## src/rtl/genius_pkg.sv

```systemverilog
// rtl/genius_pkg.sv - shared types and constants for the Genius round controller
package genius_pkg;

  typedef enum logic [2:0] {
    ST_IDLE    = 3'd0,
    ST_SHOW    = 3'd1,
    ST_GAP     = 3'd2,
    ST_WAIT_IN = 3'd3,
    ST_RELEASE = 3'd4,
    ST_WIN     = 3'd5,
    ST_LOSE    = 3'd6
  } state_e;

  localparam logic [1:0] SYM_0    = 2'd0;
  localparam logic [1:0] SYM_1    = 2'd1;
  localparam logic [1:0] SYM_2    = 2'd2;
  localparam logic [1:0] SYM_NONE = 2'd3;

  localparam int DEF_SEQ_LEN       = 16;
  localparam int DEF_SHOW_TICKS    = 4;
  localparam int DEF_GAP_TICKS     = 2;
  localparam int DEF_TIMEOUT_TICKS = 64;

  function automatic int max3(input int a, input int b, input int c);
    int m;
    m = (a > b) ? a : b;
    return (m > c) ? m : c;
  endfunction

endpackage

```

## src/rtl/genius_press_detect.sv

```systemverilog
// rtl/genius_press_detect.sv - button edge detect and symbol encode
// A press is the first cycle any button is seen after all buttons were released.
module genius_press_detect
  import genius_pkg::*;
(
  input  logic       clk_i,
  input  logic       reset_i,
  input  logic [2:0] btn_i,
  output logic       press_o,
  output logic       onehot_o,
  output logic [1:0] sym_o
);

  logic [2:0] prev_btn_q;

  always_ff @(posedge clk_i) begin
    if (reset_i) begin
      prev_btn_q <= 3'b000;
    end else begin
      prev_btn_q <= btn_i;
    end
  end

  always_comb begin
    press_o  = (prev_btn_q == 3'b000) && (btn_i != 3'b000);
    onehot_o = 1'b0;
    sym_o    = SYM_NONE;
    case (btn_i)
      3'b001: begin onehot_o = 1'b1; sym_o = SYM_0; end
      3'b010: begin onehot_o = 1'b1; sym_o = SYM_1; end
      3'b100: begin onehot_o = 1'b1; sym_o = SYM_2; end
      default: begin onehot_o = 1'b0; sym_o = SYM_NONE; end
    endcase
  end

endmodule

```

## src/rtl/genius_round_ctrl.sv

```systemverilog
// rtl/genius_round_ctrl.sv - Genius round sequencer: show pattern, collect presses, grow level
// Outputs decode from state registers; seq_sym_i -> show_sym_o is the only combinational path.
module genius_round_ctrl
  import genius_pkg::*;
#(
  parameter int SEQ_LEN       = DEF_SEQ_LEN,
  parameter int SHOW_TICKS    = DEF_SHOW_TICKS,
  parameter int GAP_TICKS     = DEF_GAP_TICKS,
  parameter int TIMEOUT_TICKS = DEF_TIMEOUT_TICKS
) (
  input  logic                         clock_i,
  input  logic                         reset_i,
  input  logic                         start_i,
  input  logic [2:0]                   btn_i,
  output logic [$clog2(SEQ_LEN)-1:0]   seq_idx_o,
  input  logic [1:0]                   seq_sym_i,
  output logic                         show_valid_o,
  output logic [1:0]                   show_sym_o,
  output logic [$clog2(SEQ_LEN+1)-1:0] level_o,
  output logic                         in_phase_o,
  output logic                         win_o,
  output logic                         lose_o
);

  localparam int IW    = $clog2(SEQ_LEN);
  localparam int LW    = $clog2(SEQ_LEN + 1);
  localparam int TMAX  = max3(SHOW_TICKS, GAP_TICKS, TIMEOUT_TICKS);
  localparam int TW    = (TMAX > 1) ? $clog2(TMAX) : 1;

  localparam logic [TW-1:0] SHOW_LAST = TW'(SHOW_TICKS - 1);
  localparam logic [TW-1:0] GAP_LAST  = TW'(GAP_TICKS - 1);
  localparam logic [TW-1:0] TO_LAST   = TW'(TIMEOUT_TICKS - 1);
  localparam logic [LW-1:0] LEVEL_MAX = LW'(SEQ_LEN);

  state_e        state_q, state_d;
  logic [IW-1:0] idx_q, idx_d;
  logic [LW-1:0] level_q, level_d;
  logic [TW-1:0] timer_q, timer_d;

  logic       press;
  logic       onehot;
  logic [1:0] btn_sym;
  logic       last_idx;

  genius_press_detect u_press (
    .clk_i    (clock_i),
    .reset_i  (reset_i),
    .btn_i    (btn_i),
    .press_o  (press),
    .onehot_o (onehot),
    .sym_o    (btn_sym)
  );

  assign last_idx = (LW'(idx_q) == (level_q - LW'(1)));

  always_ff @(posedge clock_i) begin
    if (reset_i) begin
      state_q <= ST_IDLE;
      idx_q   <= '0;
      level_q <= '0;
      timer_q <= '0;
    end else begin
      state_q <= state_d;
      idx_q   <= idx_d;
      level_q <= level_d;
      timer_q <= timer_d;
    end
  end

  always_comb begin
    state_d = state_q;
    idx_d   = idx_q;
    level_d = level_q;
    timer_d = '0;
    case (state_q)
      ST_IDLE, ST_WIN, ST_LOSE: begin
        if (start_i) begin
          state_d = ST_SHOW;
          level_d = LW'(1);
          idx_d   = '0;
        end
      end
      ST_SHOW: begin
        if (timer_q == SHOW_LAST) begin
          state_d = ST_GAP;
        end else begin
          timer_d = timer_q + TW'(1);
        end
      end
      ST_GAP: begin
        if (timer_q == GAP_LAST) begin
          if (last_idx) begin
            state_d = ST_WAIT_IN;
            idx_d   = '0;
          end else begin
            state_d = ST_SHOW;
            idx_d   = idx_q + IW'(1);
          end
        end else begin
          timer_d = timer_q + TW'(1);
        end
      end
      ST_WAIT_IN: begin
        // A press outranks a timeout landing in the same cycle.
        if (press) begin
          state_d = (onehot && (btn_sym == seq_sym_i)) ? ST_RELEASE : ST_LOSE;
        end else if (timer_q == TO_LAST) begin
          state_d = ST_LOSE;
        end else begin
          timer_d = timer_q + TW'(1);
        end
      end
      ST_RELEASE: begin
        if (btn_i == 3'b000) begin
          if (!last_idx) begin
            state_d = ST_WAIT_IN;
            idx_d   = idx_q + IW'(1);
          end else if (level_q == LEVEL_MAX) begin
            state_d = ST_WIN;
          end else begin
            state_d = ST_SHOW;
            level_d = level_q + LW'(1);
            idx_d   = '0;
          end
        end
      end
      default: begin
        state_d = ST_IDLE;
        idx_d   = '0;
        level_d = '0;
      end
    endcase
  end

  assign seq_idx_o    = idx_q;
  assign level_o      = level_q;
  assign show_valid_o = (state_q == ST_SHOW);
  assign show_sym_o   = show_valid_o ? seq_sym_i : SYM_0;
  assign in_phase_o   = (state_q == ST_WAIT_IN) || (state_q == ST_RELEASE);
  assign win_o        = (state_q == ST_WIN);
  assign lose_o       = (state_q == ST_LOSE);

endmodule

```

## config.mk

```make
export PLATFORM = sky130hd
export DESIGN_NAME = genius_round_ctrl
export DESIGN_NICKNAME = d
export VERILOG_FILES = /design/src/rtl/genius_pkg.sv /design/src/rtl/genius_press_detect.sv /design/src/rtl/genius_round_ctrl.sv
export SDC_FILE = /design/constraint.sdc
export NUM_CORES = 1
export LEC_CHECK = 0
export ABC_CLOCK_PERIOD_IN_PS = 2300
export CORE_MARGIN = 2
export CORE_UTILIZATION = 40
export DETAILED_ROUTE_END_ITERATION = 12
export PLACE_DENSITY_LB_ADDON = 0.15
export SYNTH_ARGS = -nofsm -noshare
export SYNTH_HDL_FRONTEND = slang
export SYNTH_SLANG_ARGS = --single-unit
```

## constraint.sdc

```tcl
create_clock -name clock_i -period 2.3 [get_ports clock_i]
set_input_delay 0.345 -clock clock_i [delete_from_list [all_inputs] [get_ports clock_i]]
set_output_delay 0.345 -clock clock_i [all_outputs]
set_load 0.05 [all_outputs]
```

# Word-level counts from Yosys, hierarchy flattened
# Index checks and enable logic that the tools add are counted.
# W data, S select, Z words.
# word_totals
mem_bits_ro	0
n_memories	0
word_cells	79
output_inout_bits	15
latch_bits	0
input_bits	8
ff_bits	21
ramBits	0
# op_classes
n_reduce_logical	14
div_mod_pow	0
n_lt_le_gt_ge	0
bitwise	2
shift	0
multipliers	0
addsub	4
n_eq_ne	23
muxes	31
# op_table
cell	count
$mux W3	8
$mux W4	6
$mux W6	4
$mux W5	4
$pmux W6 S3	1
$pmux W4 S4	1
$pmux W3 S5	1
$pmux W5 S3	1
$reduce_and A5 Y1	3
$eq A3 B3 Y1 const B	4
$ne A2 B2 Y1 const B	5
$eq A3 B2 Y1 const B	3
$logic_not A3 Y1	3
$reduce_or A3 Y1	3
$add A6 B1 Y6 const B	1
$eq A3 B1 Y1 const B	2
$eq A6 B1 Y1 const B	1
$eq A6 B2 Y1 const B	1
$eq A6 B6 Y1 const B	1
$mux W2	3
$ne A3 B3 Y1 const B	2
$pmux W2 S3	1
$add A5 B1 Y5 const B	1
$eq A4 B5 Y1	1
other kinds (11)	13

# Longest topological paths before layout
# depth
ltp_word	7
ltp_mapped	7
depth_no_buf	7

# Hierarchy
# A second synthesis with hierarchy kept.
# unflattened
cells_unflattened	173
hier_area_um2	1481.4
# by_module_without_submodules
module	instances	cells_per_inst	seq_area_each_um2	area_each_um2
genius_round_ctrl	1	159	360.3	1346.3
genius_press_detect	1	14	60.1	135.1

# Worst setup path after synthesis
# Ideal clock, no wire load.
# synth_path
path_kind	register to register
startpoint	register level_q[0] (netlist: level_o[0])
endpoint	register idx_q[1] (netlist: seq_idx_o[1])
arrival_ns	2.446
n_path_buf	0
setup_time_ns	0.088
synth_period_minus_slack_ns	2.534
t_required_ns	2.212
setup_slack_ns	-0.234
stages_incl_launch_ff	8
path_cell_list	dfxtp_1 -> inv_1 -> ha_1 -> xor2_1 -> nand3_2 -> or4b_2 -> and2_4 -> o32ai_2
# synth_via
elab_chain_cells	5
word_cells_on_any_way	10
classes_between	1 x add/sub; 3 x eq/ne; 5 x mux; 1 x reduce/logical
# synth_lines
element	line_no	rtl
from (decl)	genius_round_ctrl.sv:37	logic [LW-1:0] level_q, level_d;
from (signal assigned)	genius_round_ctrl.sv:65	level_q <= level_d;
$sub A5 B1 Y5	genius_round_ctrl.sv:54	assign last_idx = (LW'(idx_q) == (level_q - LW'(1)));
$eq A4 B5 Y1	genius_round_ctrl.sv:54	
$mux W4, on equally long branches	genius_round_ctrl.sv:115, genius_round_ctrl.sv:92	
$mux W4, on equally long branches	genius_round_ctrl.sv:114, genius_round_ctrl.sv:91	
$pmux W4 S4	genius_round_ctrl.sv:75	case (state_q)
to (signal assigned)	genius_round_ctrl.sv:64	idx_q <= idx_d;
to (decl)	genius_round_ctrl.sv:36	logic [IW-1:0] idx_q, idx_d;
# Several ways; a longest one is shown, not always the timed one. The select of a mux whose other input is x is not followed.
# A chain may end at the register's enable or synchronous reset.

# Final worst setup path
# layout_path
startpoint	register level_q[1] (netlist: level_o[1])
endpoint	register idx_q[1] (netlist: seq_idx_o[1])
# Same word-level chain as after synthesis.

==> impl_metrics.toml <==
[timing]
slew_headroom_pct = 64.28
post-route-period-util_pct = 95.89
drv_slew = 0
setup_viol = 0
timing.hold.ws_ns = 0.4976
tightest_slew_ns = 0.5301
fin_crit_ns = 2.205
hold_viol_final = 0
final.setup_skew_ns = 0.0009152
layout_setup_ws_ns = 0.09452
clock.fmax_mhz = 453.4

[yosys]
synth_compound_area_share_pct = 20.68
async_flop_share_pct = 0
synth_flop_cell = "dfxtp_1"
synth_cell_types = 54
synth_edf_count = 0
ys_warn_count = 0
yosys.area_share.simple_pct = 31.29
synth_seq_area_share_pct = 30.22
synth.net_count = 182
synth_mux_area_share_pct = 1.529
synth_top_family_by_area = "simple AND/OR/NAND/NOR gates"
syn_inst = 169
synth_seq_cells = 21
synthAdderAreaFrac_pct = 5.216
synth_area_per_cell_um2 = 8.233
yosys.area_share.xor_xnor_pct = 7.284
syn-cell-area_um2 = 1391

[setup_path]
worstPathMaxFanout = 5
rrSetupSlack_ns = 0.09
r2r-end = "seq_idx_o[1]"
reg2reg_depth = 7
cp.required_ns = 2.53
r2r_start = "level_o[1]"
worstPathCellList = "inv_1, ha_1, xor2_1, nand3_2, or4b_2, and2_4, o32ai_2"
crit_buf_inv = 1
crit_path_end_kind = "flip-flop"
crit_type = "flip-flop to flip-flop"
path_delay_family = "simple AND/OR/NAND/NOR gates"
critPathSlowestCell = "or4b_2"
cp.arrival_ns = 2.44
cp-start-kind = "flip-flop"
worst_path_largest_cell_delay_ns = 0.68

[layout]
stdcell_area_um2 = 1800
fillers = 327
drive_gt1_share_pct = 22.06
final_nets = 218
instances_no_fill = 250
area_delta_synth_final_pct = 29.41
n_antenna_cell = 0

[power_and_ir_drop]
power_frac_clock_pct = 12.9
ir_drop_uv = 505.0
p_seq_share_pct = 31.3
powerDensity_nw_per_um2 = 796.8
leakage_nw = 0.6637
p_switching_mw = 0.6393
intPower_mw = 0.7952
combinationalPowerShare_pct = 55.8
swShare_pct = 44.57

[status]
status = "finished clean"

[die]
pin_count = 23
rows = 21
initial_utilization_pct = 41.69
die_w_um = 62.98
chipHeight_um = 62.98
fp.dieArea_um2 = 3966
coreArea_um2 = 3337

[global_routing]
grt_pass1_wl_um = 5699
grt_use_total_pct = 17.32
grt_max_degree = 21
antenna_found_initial = 0
grt-ovfl-total = 0
grt_pass1_vias = 1281

[detailed_routing]
ant_nets = 0
vias = 1376
drt_wl_total_um = 3340
drt_iter0_drc = 51
via_per_inst = 5.504
first_pass_iters = 4
routedWlPerCell_um = 13.36
drc = 0

[placement]
gp_congestion = 0.8426
portBuffers = 22
hpwl_um = 2489
dp_cells = 242
dpl_worst_slack_ns = -0.05621
postPlaceCellArea_um2 = 1730

[clocking]
clk_path_buf_depth = 2
cts_max_level = 1
cts_tree = "done"
cts_root_buf = "clkbuf_4"
cts_made_buffers = 3
clock_latency_ns = 0.30
clkSinkCount = 21
clk_pin_slew_worst_paths_ns = 0.13
postCtsHoldBufs = 0

[min_path]
whs_endpoint = "timer_q[0]"
hold_path_class = "flip-flop to flip-flop"
hp-start = "timer_q[0]"
hold_path_depth = 1

[flow_run]
maxCapViolations = 0
## power by group through the flow
stage | sequential (mW) | clock [mW] | combinational, mW
floorplan | 0.479 | 0 | 0.531
global placement | 0.463 | 0 | 0.722
detailed placement | 0.464 | 0 | 0.733
finish | 0.449 | 0.186 | 0.800
CTS | 0.455 | 0.190 | 0.741
global route | 0.458 | 0.211 | 0.873
## cell families after synthesis
logic type,Yosys count
AO/OA/AOI/OAI,39
XOR/XNOR,10
adder cells (fa/ha/maj),6
buffers and inverters,14
flip-flops,21
multiplexers,2
AND/OR/NAND/NOR,77
## per-stage QoR
step	TNS, ns	total power, mW	utilization [%]
4_1_cts	0	1.385	52.68
2_1_floorplan	0	1.010	-
6_report	0	1.435	53.96
3_5_place_dp	-0.1587	1.196	51.86
3_3_place_gp	0	1.185	51.86
5_1_grt	-0.01006	1.541	53.96
## Yosys cell counts (all sizes together) (2+ instances only)
cell | number | share of area (%)
inv | 7 | 1.9
a21o | 2 | 1.1
xnor2 | 5 | 3.1
nor3b | 5 | 2.7
ha | 5 | 4.5
nor4 | 2 | 0.90
or3 | 4 | 1.9
xor2 | 4 | 2.5
dfxtp | 21 | 30
o31a | 2 | 1.3
or4 | 2 | 1.1
or3b | 2 | 1.3
and2 | 4 | 2.0
o31ai | 3 | 1.6
nor2b | 4 | 1.8
and3 | 2 | 0.90
a31oi | 3 | 1.3
clkbuf | 7 | 1.9
a21oi | 7 | 2.5
nor4bb | 2 | 1.4
nor3 | 4 | 1.4
nor2 | 17 | 4.6
o21ai | 6 | 2.2
nand2b | 4 | 1.8
a21bo | 2 | 1.4
nand3 | 10 | 4.0
nand2 | 10 | 2.7
## metal layers
layer | global-route usage, % | up-vias | part of all wire (%)
li1 | - | 692 | -
met1 | 20.86 | 644 | 43
met2 | 30.59 | 36 | 51
met3 | 3.964 | 4 | 5.0
met4 | 4.722 | 0 | 0.81
met5 | 0 | - | 0
## worst reg2reg max path, stage by stage (launching register included)
cell	delay, ns
dfxtp_4	0.39
inv_1	0.06
ha_1	0.30
xor2_1	0.18
nand3_2	0.12
or4b_2	0.68
and2_4	0.21
o32ai_2	0.19
## how the worst max path moves through the flow
stage                     from      endpoint  slack (ns)  cells past startpoint
finish              level_o[1]  seq_idx_o[1]        0.09                      7
global route        level_o[1]  seq_idx_o[1]       -0.01                      7
CTS                 level_o[0]  seq_idx_o[1]        0.09                      7
detailed placement    btn_i[2]  seq_idx_o[2]       -0.06                      6
global placement      btn_i[2]  seq_idx_o[2]        0.03                      6
floorplan           level_o[1]  seq_idx_o[1]        0.03                      7
## placed cells by master (no fill, tap or decap), types with 3 or more instances in the layout
master and count:
inv_1 7, nor2_1 16, o31ai_1 3, xnor2_1 5, clkbuf_4 3, and2_1 3
nand2_1 10, nor3b_1 3, nand2b_1 4, dfxtp_1 19, xor2_1 4, or3_1 3
a31oi_1 3, o21ai_0 5, ha_1 5, nor2b_1 4, nor3_1 4, clkdlybuf4s50_1 16
buf_4 22, a21oi_1 7, nand3_1 8
## registers in the layout, summed over array words and instances, names as in the netlist
name / flops
u_press.prev_btn_q: 3
level_o: 5
timer_q: 6
seq_idx_o: 4
state_q: 3
## area by class of cell
| cell class | count | area, µm² | area share [%] |
|---|---|---|---|
| sequential | 21 | 427.9 | 23.77 |
| clock buffer | 3 | 22.52 | 1.251 |
| multi-input combinational | 134 | 935.9 | 51.98 |
| timing repair buffer | 38 | 325.3 | 18.07 |
| inverter | 7 | 26.28 | 1.459 |
| clock inverter | 1 | 5.005 | 0.2780 |
| tap | 46 | 57.56 | 3.197 |
## repair_timing
item,4_1_cts,5_1_grt
endpoints found under the setup margin,0,4
gates resized for setup,0,3
buffers inserted,0,4
Power figures use the tool's default switching activity.
